`config.mk`:
```
export PLATFORM = sky130hd
export DESIGN_NAME = fetch_stage
export DESIGN_NICKNAME = d
export VERILOG_FILES = /design/src/rtl/riscv_pkg.sv /design/src/rtl/if_id_reg.sv /design/src/rtl/fetch_stage.sv
export SDC_FILE = /design/constraint.sdc
export NUM_CORES = 1
export LEC_CHECK = 0
export ABC_AREA = 0
export ABC_CLOCK_PERIOD_IN_PS = 3050
export CORE_MARGIN = 4
export CORE_UTILIZATION = 40
export CTS_CLUSTER_DIAMETER = 200
export DETAILED_ROUTE_END_ITERATION = 10
export HOLD_SLACK_MARGIN = 0.05
export PLACE_DENSITY = 0.7
export SLEW_MARGIN = 40
export SYNTH_ARGS = -nofsm -noshare
export SYNTH_HDL_FRONTEND = slang
export SYNTH_HIERARCHICAL = 1
export SYNTH_SLANG_ARGS = --single-unit
```
`constraint.sdc`:
```
create_clock -name clk -period 3.05 [get_ports clk]
set_input_delay 0.61 -clock clk [delete_from_list [all_inputs] [get_ports clk]]
set_output_delay 0.61 -clock clk [all_outputs]
set_load 0.01 [all_outputs]
```
`src/rtl/riscv_pkg.sv`:
```
// Shared constants and types for the instruction fetch front end.
package riscv_pkg;

    localparam logic [31:0] NOP              = 32'h0000_0013;
    localparam logic [31:0] RESET_PC_DEFAULT = 32'h0000_0000;

    typedef enum logic [1:0] {
        BOOT,
        RUN,
        HALTED
    } fetch_state_t;

endpackage

```
`src/rtl/if_id_reg.sv`:
```
// IF/ID pipeline register: load captures a fetched word, flush invalidates it, otherwise hold.
module if_id_reg
    import riscv_pkg::*;
#(
    parameter int unsigned ADDRESS_WIDTH = 32,
    parameter int unsigned DATA_WIDTH    = 32
) (
    input  logic                     clk,
    input  logic                     rst_n,
    input  logic                     load,
    input  logic                     flush,
    input  logic [ADDRESS_WIDTH-1:0] cap_pc,
    input  logic [ADDRESS_WIDTH-1:0] cap_pc_plus4,
    input  logic [DATA_WIDTH-1:0]    cap_instr,
    output logic                     if_id_valid,
    output logic [ADDRESS_WIDTH-1:0] if_id_pc,
    output logic [ADDRESS_WIDTH-1:0] if_id_pc_plus4,
    output logic [DATA_WIDTH-1:0]    if_id_instr
);

    // Flush wins over load; the PC fields are left as-is since only valid/instr matter downstream.
    always_ff @(posedge clk or negedge rst_n) begin
        if (!rst_n) begin
            if_id_valid    <= 1'b0;
            if_id_pc       <= '0;
            if_id_pc_plus4 <= '0;
            if_id_instr    <= DATA_WIDTH'(NOP);
        end else if (flush) begin
            if_id_valid <= 1'b0;
            if_id_instr <= DATA_WIDTH'(NOP);
        end else if (load) begin
            if_id_valid    <= 1'b1;
            if_id_pc       <= cap_pc;
            if_id_pc_plus4 <= cap_pc_plus4;
            if_id_instr    <= cap_instr;
        end
    end

endmodule

```
`src/rtl/fetch_stage.sv`:
```
// Instruction fetch stage: PC register, next-PC selection, boot/run/halt control and fetch counter.
module fetch_stage
    import riscv_pkg::*;
#(
    parameter int unsigned              ADDRESS_WIDTH = 32,
    parameter int unsigned              DATA_WIDTH    = 32,
    parameter logic [ADDRESS_WIDTH-1:0] RESET_PC      = ADDRESS_WIDTH'(RESET_PC_DEFAULT)
) (
    input  logic                     clk,
    input  logic                     rst_n,
    input  logic                     stall,
    input  logic                     redirect_valid,
    input  logic [ADDRESS_WIDTH-1:0] redirect_target,
    input  logic                     halt_req,
    output logic [ADDRESS_WIDTH-1:0] imem_addr,
    input  logic [DATA_WIDTH-1:0]    imem_instr,
    output logic                     if_id_valid,
    output logic [ADDRESS_WIDTH-1:0] if_id_pc,
    output logic [ADDRESS_WIDTH-1:0] if_id_pc_plus4,
    output logic [DATA_WIDTH-1:0]    if_id_instr,
    output logic                     fetch_misaligned,
    output logic [31:0]              fetch_count,
    output logic                     halted
);

    fetch_state_t             state_q, state_d;
    logic [ADDRESS_WIDTH-1:0] pc_q, pc_d;
    logic [31:0]              count_q, count_d;
    logic                     misaligned_q, misaligned_d;
    logic                     load, flush;
    logic [ADDRESS_WIDTH-1:0] pc_plus4;
    logic [ADDRESS_WIDTH-1:0] redirect_pc;

    assign pc_plus4    = pc_q + ADDRESS_WIDTH'(4);
    assign redirect_pc = {redirect_target[ADDRESS_WIDTH-1:2], 2'b00};

    always_comb begin
        state_d      = state_q;
        pc_d         = pc_q;
        count_d      = count_q;
        misaligned_d = 1'b0;
        load         = 1'b0;
        flush        = 1'b0;

        // A redirect is honoured in RUN and HALTED alike, ahead of halt and stall.
        if (state_q != BOOT && redirect_valid) begin
            pc_d         = redirect_pc;
            flush        = 1'b1;
            misaligned_d = |redirect_target[1:0];
        end

        unique case (state_q)
            BOOT: state_d = RUN;
            RUN: begin
                if (!redirect_valid) begin
                    if (halt_req) begin
                        state_d = HALTED;
                        flush   = 1'b1;
                    end else if (!stall) begin
                        load    = 1'b1;
                        pc_d    = pc_plus4;
                        count_d = count_q + 32'd1;
                    end
                end
            end
            HALTED: begin
                if (!halt_req) begin
                    state_d = RUN;
                end
            end
            default: state_d = BOOT;
        endcase
    end

    always_ff @(posedge clk or negedge rst_n) begin
        if (!rst_n) begin
            state_q      <= BOOT;
            pc_q         <= RESET_PC;
            count_q      <= '0;
            misaligned_q <= 1'b0;
        end else begin
            state_q      <= state_d;
            pc_q         <= pc_d;
            count_q      <= count_d;
            misaligned_q <= misaligned_d;
        end
    end

    if_id_reg #(
        .ADDRESS_WIDTH (ADDRESS_WIDTH),
        .DATA_WIDTH    (DATA_WIDTH)
    ) u_if_id_reg (
        .clk            (clk),
        .rst_n          (rst_n),
        .load           (load),
        .flush          (flush),
        .cap_pc         (pc_q),
        .cap_pc_plus4   (pc_plus4),
        .cap_instr      (imem_instr),
        .if_id_valid    (if_id_valid),
        .if_id_pc       (if_id_pc),
        .if_id_pc_plus4 (if_id_pc_plus4),
        .if_id_instr    (if_id_instr)
    );

    assign imem_addr        = pc_q;
    assign fetch_misaligned = misaligned_q;
    assign fetch_count      = count_q;
    assign halted           = (state_q == HALTED);

endmodule

```
==> insert_results.sql, run 1 <==
INSERT INTO impl_metrics (metric_group, metric, value, unit) VALUES
('floorplan', 'initial_util', '41.2', '%'),
('route', 'route.antenna.remaining_nets', '0', ''),
('sta', 'hold_viol', '0', ''),
('sta', 'slew_viol_final', '0', ''),
('clock_tree', 'post-cts-setup-buffers', '0', ''),
('synthesis', 'synth_area', '7820', 'µm²'),
('worst_setup_path', 'critPathKind', 'reg2reg', ''),
('clock_tree', 'worst_setup_hold_path_clk_slew', '70', 'ps'),
('route', 'post_detailed_routing_wire_length', '20700', 'µm'),
('clock_tree', 'postCtsHoldBufs', '0', ''),
('synthesis', 'mappedNetlistNets', '714', ''),
('worst_setup_path', 'timing.critical_path.to_type', 'register', ''),
('global_route', 'grt.total_usage', '19.2', '%'),
('floorplan', 'chipHeight', '148', 'µm'),
('synthesis', 'yosys.cell_types.count', '59', ''),
('clock_tree', 'worst_skew_pair.late_latency', '430', 'ps'),
('outcome', 'result_of_the_run', 'completed', ''),
('power', 'netSwitchingPower', '2.45', 'mW'),
('worst_setup_path', 'timing.critical_path.from_type', 'register', ''),
('flow_run', 'max-cap-violations', '0', ''),
('global_route', 'grt_pass1_vias', '6007', ''),
('global_route', 'grt_antenna_before_repair', '2', ''),
('route', 'routedLengthMet1', '9320', 'µm'),
('clock_tree', 'ctsLongestPathBuffers', '2', ''),
('sta', 'timing.fmax', '406', 'MHz'),
('synthesis', 'synth_enable_flop_cells', '0', ''),
('finish', 'post-route-util', '57.7', '%'),
('power', 'power_frac_clock', '25.7', '%'),
('placed_design', 'portBuffers', '231', ''),
('route', 'route.vias.total', '5795', ''),
('floorplan', 'floorplan.core_area', '19000', 'µm²'),
('power', 'power.static_leakage', '4.58', 'nW'),
('route', 'route.detailed.vias_per_inst', '5.05', ''),
('synthesis', 'ys_ff_latch', '164', ''),
('worst_setup_path', 'critical_path_peak_fanout', '10', ''),
('sta', 'setup_viol', '0', ''),
('clock_tree', 'post_cts_resized', '0', ''),
('clock_tree', 'cts_tree', 'built', ''),
('finish', 'fill_cells', '1603', ''),
('clock_tree', 'cts.htree.levels', '4', ''),
('sta', 'final_clock_period_utilization_by_the_worst_path', '80.8', '%'),
('power', 'seq_power_share', '39.5', '%'),
('route', 'topRoutingLayerUsed', 'met5', ''),
('placed_design', 'gp_congestion', '0.806', ''),
('worst_setup_path', 'data_arrival_time_of_the_critical_path', '2770', 'ps'),
('synthesis', 'syn-mean-instance-area', '12.2', 'µm²'),
('power', 'report.power.total', '8.09', 'mW'),
('route', 'met2RoutedLength', '9200', 'µm'),
('global_route', 'grt-ovfl-total', '0', ''),
('synthesis', 'seq_area_frac_synth', '52.5', '%'),
('sta', 'worst_clock_skew', '10.8', 'ps'),
('power', 'combinational_share_of_power', '34.8', '%'),
('synthesis', 'ys_warn_count', '6', ''),
('global_route', 'grt_start_max_net_pins', '53', ''),
('sta', 'setup_repair_after_global_routing_missed_its_margin', 'no', ''),
('synthesis', 'postSynth.asyncResetShare', '100', '%'),
('sta', 'worst_slew_pin_slew', '613', 'ps'),
('power', 'cellInternalPower', '5.63', 'mW'),
('worst_setup_path', 'timing.critical_path.required', '3360', 'ps'),
('route', 'met3WireLength', '1930', 'µm'),
('route', 'drc', '0', ''),
('finish', 'final_layout_size_suffix_gt1_share', '15.7', '%'),
('synthesis', 'ys_dominant_reg_cell', 'sky130_fd_sc_hd__dfrtp_1', ''),
('finish', 'area_growth', '39.9', '%'),
('worst_setup_path', 'ff2ff_path_depth', '6', ''),
('sta', 'final_min_period', '2460', 'ps'),
('sta', 'relSlewSlack', '58.8', '%'),
('clock_tree', 'cts_root_buffer', 'sky130_fd_sc_hd__clkbuf_16', ''),
('clock_tree', 'cts_made_buffers', '17', ''),
('power', 'power.ir.vdd_worst', '0.000461', 'V'),
('global_route', 'first_pass_grt_wire_length', '33500', 'µm');
cell usage after synthesis (10+ instances only):
library cell / number / area (µm²)
sky130_fd_sc_hd__mux2i_1: 29 / 290
sky130_fd_sc_hd__nor3_1: 12 / 60.1
sky130_fd_sc_hd__xnor2_1: 41 / 359
sky130_fd_sc_hd__mux2_4: 60 / 901
sky130_fd_sc_hd__dfrtp_1: 161 / 4030
sky130_fd_sc_hd__nor2_1: 61 / 229
sky130_fd_sc_hd__nand3_1: 15 / 75.1
sky130_fd_sc_hd__xor2_1: 18 / 158
sky130_fd_sc_hd__and3_1: 11 / 68.8
sky130_fd_sc_hd__nand2_1: 42 / 158
sky130_fd_sc_hd__a21oi_1: 19 / 95.1
sky130_fd_sc_hd__nand4_1: 21 / 131
sky130_fd_sc_hd__clkbuf_1: 17 / 63.8
sky130_fd_sc_hd__buf_2: 10 / 50.1
through the flow:
stage,cell area (µm²),instances
2_1_floorplan,7820,643
3_3_place_gp,10400,1116
3_5_place_dp,10400,1116
4_1_cts,10900,1148
5_1_grt,10900,1148
6_report,10900,1148
kinds of logic (layout without fill, tap and decap cells):
kind of cell	after synthesis	count (layout)	synth area share (%)
AOI/OAI and AO/OA	77	77	6.82
xor gates and xnor gates	59	59	6.61
adders and majority gates	2	2	0.320
buffers and inverters	47	292	4.29
DFF	164	164	52.5
muxes	93	93	15.8
and+or+nand+nor	201	201	13.6
power groups by stage:
stage          sequential, mW  combinational, mW  clock [mW]
2_1_floorplan            3.38               1.10           0
3_5_place_dp             3.23               2.85           0
5_1_grt                  3.29               3.01        2.23
3_3_place_gp             3.23               2.80           0
4_1_cts                  3.20               2.86        2.13
6_report                 3.20               2.82        2.08
critical path, cell delays in order (launching register included):
cell                      delay [ps]
sky130_fd_sc_hd__dfrtp_1         550
sky130_fd_sc_hd__nand4_2         280
sky130_fd_sc_hd__or4_1           760
sky130_fd_sc_hd__nor2_4          200
sky130_fd_sc_hd__nand3_1         140
sky130_fd_sc_hd__xnor2_1         160
sky130_fd_sc_hd__mux2_4          260
path summary, 6_finish.rpt:
| path | to | from | slack [ps] |
|---|---|---|---|
| max reg2reg | u_if_id_reg/if_id_pc_plus4[23] | imem_addr[7] | 590 |
| min reg2reg | fetch_count[31] | fetch_count[31] | 480 |
| max | u_if_id_reg/if_id_pc_plus4[23] | imem_addr[7] | 590 |
| min | fetch_count[13] | rst_n | 110 |
| max in group asynchronous | u_if_id_reg/if_id_instr[1] | rst_n | 2250 |
| min in group clk | fetch_count[31] | fetch_count[31] | 480 |
placed cells by master, fill, tap and decap left out, types with 11 or more instances in the layout:
| cell type | n |
|---|---|
| sky130_fd_sc_hd__nand3_1 | 15 |
| sky130_fd_sc_hd__mux2_4 | 60 |
| sky130_fd_sc_hd__clkbuf_16 | 17 |
| sky130_fd_sc_hd__a21oi_1 | 19 |
| sky130_fd_sc_hd__nor2_1 | 61 |
| sky130_fd_sc_hd__xor2_1 | 18 |
| sky130_fd_sc_hd__nor3_1 | 12 |
| sky130_fd_sc_hd__nand4_1 | 21 |
| sky130_fd_sc_hd__xnor2_1 | 41 |
| sky130_fd_sc_hd__dfrtp_1 | 161 |
| sky130_fd_sc_hd__nand2_1 | 42 |
| sky130_fd_sc_hd__buf_4 | 19 |
| sky130_fd_sc_hd__and3_1 | 11 |
| sky130_fd_sc_hd__clkdlybuf4s50_1 | 230 |
| sky130_fd_sc_hd__mux2i_1 | 29 |
flip-flops by register name, summed over array words and instances, names as in the netlist:
signal,cells
imem_addr,32
u_if_id_reg/if_id_valid,1
fetch_misaligned,1
state_q,2
u_if_id_reg/if_id_instr,32
u_if_id_reg/if_id_pc,32
fetch_count,32
u_if_id_reg/if_id_pc_plus4,32
routing by layer:
metal  global-route usage [%]  vias up
met2                     28.9      225
met1                     26.3     2808
li1                         -     2735
met3                     7.42       23
met5                        0        -
met4                     4.57        4
cell type report:
type                    instances  area [µm²]  area share [%]
clock buffers                  19         443            4.05
flip-flops and latches        164        4110            37.6
repair buffers                254        2540            23.2
well taps                     260         325            2.97
multi-input cells             432        3380            30.9
clock inverters                13         124            1.13
inverters                       6        23.8           0.217
No activity file was read; power rests on OpenSTA's default activity.
==> inputs of run 2 (changes only) <==
--- a/config.mk
+++ b/config.mk
@@ -6,13 +6,13 @@
 export NUM_CORES = 1
 export LEC_CHECK = 0
 export ABC_AREA = 0
-export ABC_CLOCK_PERIOD_IN_PS = 3050
+export ABC_CLOCK_PERIOD_IN_PS = 2100
 export CORE_MARGIN = 4
 export CORE_UTILIZATION = 40
 export CTS_CLUSTER_DIAMETER = 200
 export DETAILED_ROUTE_END_ITERATION = 10
 export HOLD_SLACK_MARGIN = 0.05
-export PLACE_DENSITY = 0.7
+export PLACE_DENSITY = 0.72
 export SLEW_MARGIN = 40
 export SYNTH_ARGS = -nofsm -noshare
 export SYNTH_HDL_FRONTEND = slang
==> constraint.sdc (replaced) <==
create_clock -name clk -period 2.1 [get_ports clk]
set_input_delay 0.42 -clock clk [delete_from_list [all_inputs] [get_ports clk]]
set_output_delay 0.42 -clock clk [all_outputs]
set_load 0.01 [all_outputs]
==> insert_results.sql, run 2 (same netlist as run 1, synthesis figures left out) <==
INSERT INTO impl_metrics (metric_group, metric, value, unit) VALUES
('route', 'avgRoutedWirePerCell', '17.6', 'µm'),
('worst_setup_path', 'timing.critical_path.from_type', 'register', ''),
('clock_tree', 'worst_setup_hold_path_clk_slew', '70', 'ps'),
('worst_setup_path', 'critPathKind', 'reg2reg', ''),
('global_route', 'grt_antenna_before_repair', '1', ''),
('flow_run', 'max-cap-violations', '0', ''),
('clock_tree', 'cts.htree.levels', '4', ''),
('global_route', 'grt.total_usage', '19.8', '%'),
('finish', 'most-common-layout-cells', '229 x sky130_fd_sc_hd__clkdlybuf4s50_1, 158 x sky130_fd_sc_hd__dfrtp_1, 70 x sky130_fd_sc_hd__buf_4, 61 x sky130_fd_sc_hd__nor2_1, 60 x sky130_fd_sc_hd__mux2_4', ''),
('floorplan', 'initial_util', '41.2', '%'),
('sta', 'relSlewSlack', '72.7', '%'),
('power', 'combinational_share_of_power', '37.2', '%'),
('placed_design', 'dp.final_hpwl', '15500', 'µm'),
('power', 'power.density', '1040', 'nW/µm²'),
('worst_setup_path', 'timing.critical_path.to_type', 'register', ''),
('power', 'power.ir.vdd_worst', '0.000643', 'V'),
('worst_setup_path', 'critical_path_peak_fanout', '4', ''),
('clock_tree', 'post-cts-setup-buffers', '0', ''),
('finish', 'layout_commonest_cell', 'sky130_fd_sc_hd__clkdlybuf4s50_1', ''),
('floorplan', 'floorplan.core_area', '19000', 'µm²'),
('power', 'seq_power_share', '37.9', '%'),
('sta', 'timing.fmax', '501', 'MHz'),
('power', 'swShare', '30.9', '%'),
('finish', 'final_nets', '1004', ''),
('worst_setup_path', 'timing.critical_path.required', '2400', 'ps'),
('route', 'drc', '0', ''),
('placed_design', 'placement_stage_worst_setup_slack', '-237', 'ps'),
('hold_path', 'timing.hold.worst.class', 'reg2reg', ''),
('global_route', 'grt_start_max_net_pins', '48', ''),
('clock_tree', 'cts.sink_count', '164', ''),
('clock_tree', 'ctsLongestPathBuffers', '2', ''),
('global_route', 'grt-ovfl-total', '0', ''),
('route', 'route.antenna.remaining_nets', '0', ''),
('sta', 'setup_repair_after_global_routing_missed_its_margin', 'no', ''),
('power', 'power_frac_clock', '24.9', '%'),
('power', 'power.static_leakage', '4.88', 'nW'),
('global_route', 'grt_pass1_vias', '6308', ''),
('route', 'route.vias.total', '6088', ''),
('finish', 'final_layout_size_suffix_gt1_share', '21.7', '%'),
('sta', 'worst_clock_skew', '7.19', 'ps'),
('worst_setup_path', 'path_cells', 'ha_4, and4_4, nand2b_2, or4_4, and3_1, or3_1', ''),
('sta', 'final_min_period', '2000', 'ps'),
('worst_setup_path', 'critPathMaxStageDelay', '450', 'ps'),
('sta', 'final.setup.worst_slack', '104', 'ps'),
('floorplan', 'die_area', '21800', 'µm²'),
('sta', 'hold_viol', '0', ''),
('floorplan', 'top_level_ports', '232', ''),
('placed_design', 'portBuffers', '231', ''),
('sta', 'slew_viol_final', '0', ''),
('finish', 'fill_cells', '1516', ''),
('route', 'post_detailed_routing_wire_length', '21300', 'µm'),
('global_route', 'first_pass_grt_wire_length', '34500', 'µm'),
('floorplan', 'chipHeight', '148', 'µm'),
('worst_setup_path', 'cpMaxStageDelayCell', 'sky130_fd_sc_hd__or4_4', ''),
('power', 'netSwitchingPower', '3.70', 'mW'),
('floorplan', 'die_w', '148', 'µm'),
('route', 'first_pass_drt_iterations', '4', ''),
('worst_setup_path', 'data_arrival_time_of_the_critical_path', '2300', 'ps'),
('power', 'cellInternalPower', '8.27', 'mW'),
('finish', 'insertedDiodeCount', '0', ''),
('floorplan', 'fp-row-count', '50', ''),
('outcome', 'result_of_the_run', 'completed', ''),
('finish', 'post-route-util', '60.6', '%'),
('finish', 'area_growth', '46.9', '%'),
('route', 'drt_iter0_drc', '328', ''),
('placed_design', 'gp_congestion', '0.817', ''),
('clock_tree', 'worst_skew_pair.late_latency', '430', 'ps'),
('sta', 'final_clock_period_utilization_by_the_worst_path', '95.0', '%'),
('clock_tree', 'cts_made_buffers', '17', ''),
('clock_tree', 'cts_root_buffer', 'sky130_fd_sc_hd__clkbuf_16', ''),
('sta', 'worst_slew_pin_slew', '406', 'ps'),
('sta', 'setup_viol', '0', ''),
('clock_tree', 'cts_tree', 'built', ''),
('route', 'route.detailed.vias_per_inst', '5.05', '');
==> run 2: cell count changes in the layout (fill, tap and decap cells not counted), moves of 2 or more <==
cell,previous run,this run
sky130_fd_sc_hd__buf_4,19,70
sky130_fd_sc_hd__buf_12,4,10
sky130_fd_sc_hd__inv_8,0,4
sky130_fd_sc_hd__dfrtp_1,161,158
sky130_fd_sc_hd__dfrtp_2,0,3
sky130_fd_sc_hd__clkinv_2,3,1
==> run 2: final timing paths <==
check / startpoint / endpoint / slack [ps] / cells after the start
worst max-delay path: imem_addr[2] / imem_addr[24] / 100 / 6
worst min-delay path: fetch_count[31] / fetch_count[31] / 470 / 1
worst max register to register: imem_addr[2] / imem_addr[24] / 100 / 6
worst min register to register: fetch_count[31] / fetch_count[31] / 470 / 1
max in group asynchronous: rst_n / imem_addr[4] / 1020 / 3
min in group asynchronous: rst_n / fetch_count[30] / 480 / 2
==> run 2: power by group through the flow <==
stage	Combinational [mW]	Clock, mW	Sequential (mW)
2_1_floorplan	1.61	0	4.91
6_report	4.46	2.98	4.54
5_1_grt	4.77	3.20	4.66
3_5_place_dp	4.48	0	4.58
4_1_cts	4.50	3.07	4.54
3_3_place_gp	4.40	0	4.58
==> run 2: critical path, delay by kind of cell, from the launching register on <==
kind	cells	cell delay, ps
adder cells (fa/ha/maj)	1	160
flip-flops	1	410
AND/OR/NAND/NOR	5	1310
==> run 2: final cells by class <==
type	instances	area (µm²)	area share, %
inverter	6	23.8	0.207
clock inverter	15	136	1.19
clock buffer	17	425	3.70
multi-input combinational	432	3410	29.7
timing repair buffer	312	3050	26.5
tap	260	325	2.83
sequential	164	4110	35.8
==> run 2: what timing repair did <==
action	CTS	global route
hold buffers	1	0
resized for setup	1	5
endpoints found under the setup margin	1	5
endpoints found under the hold margin	30	0
==> run 2: per-layer routing <==
layer / global-route usage [%] / part of all wire (%) / up-vias
li1: - / - / 2857
met2: 30.8 / 46 / 223
met5: 0 / 0.056 / -
met3: 6.01 / 7.6 / 32
met1: 26.7 / 45 / 2974
met4: 6.33 / 1.8 / 2
==> run 2: metrics by stage <==
step / TNS (ps) / cells / hold slack [ps] / total power [mW] / instance area (µm²)
after detailed placement: -15880 / 1173 / 346 / 9.05 / 10900
after floorplan: -6290 / 643 / 124 / 6.52 / 7860
after CTS: 0 / 1206 / 458 / 12.1 / 11500
after global placement: -13370 / 1173 / 351 / 8.98 / 10900
final: 0 / 1206 / 469 / 12.0 / 11500
after global routing: 0 / 1206 / 483 / 12.6 / 11500
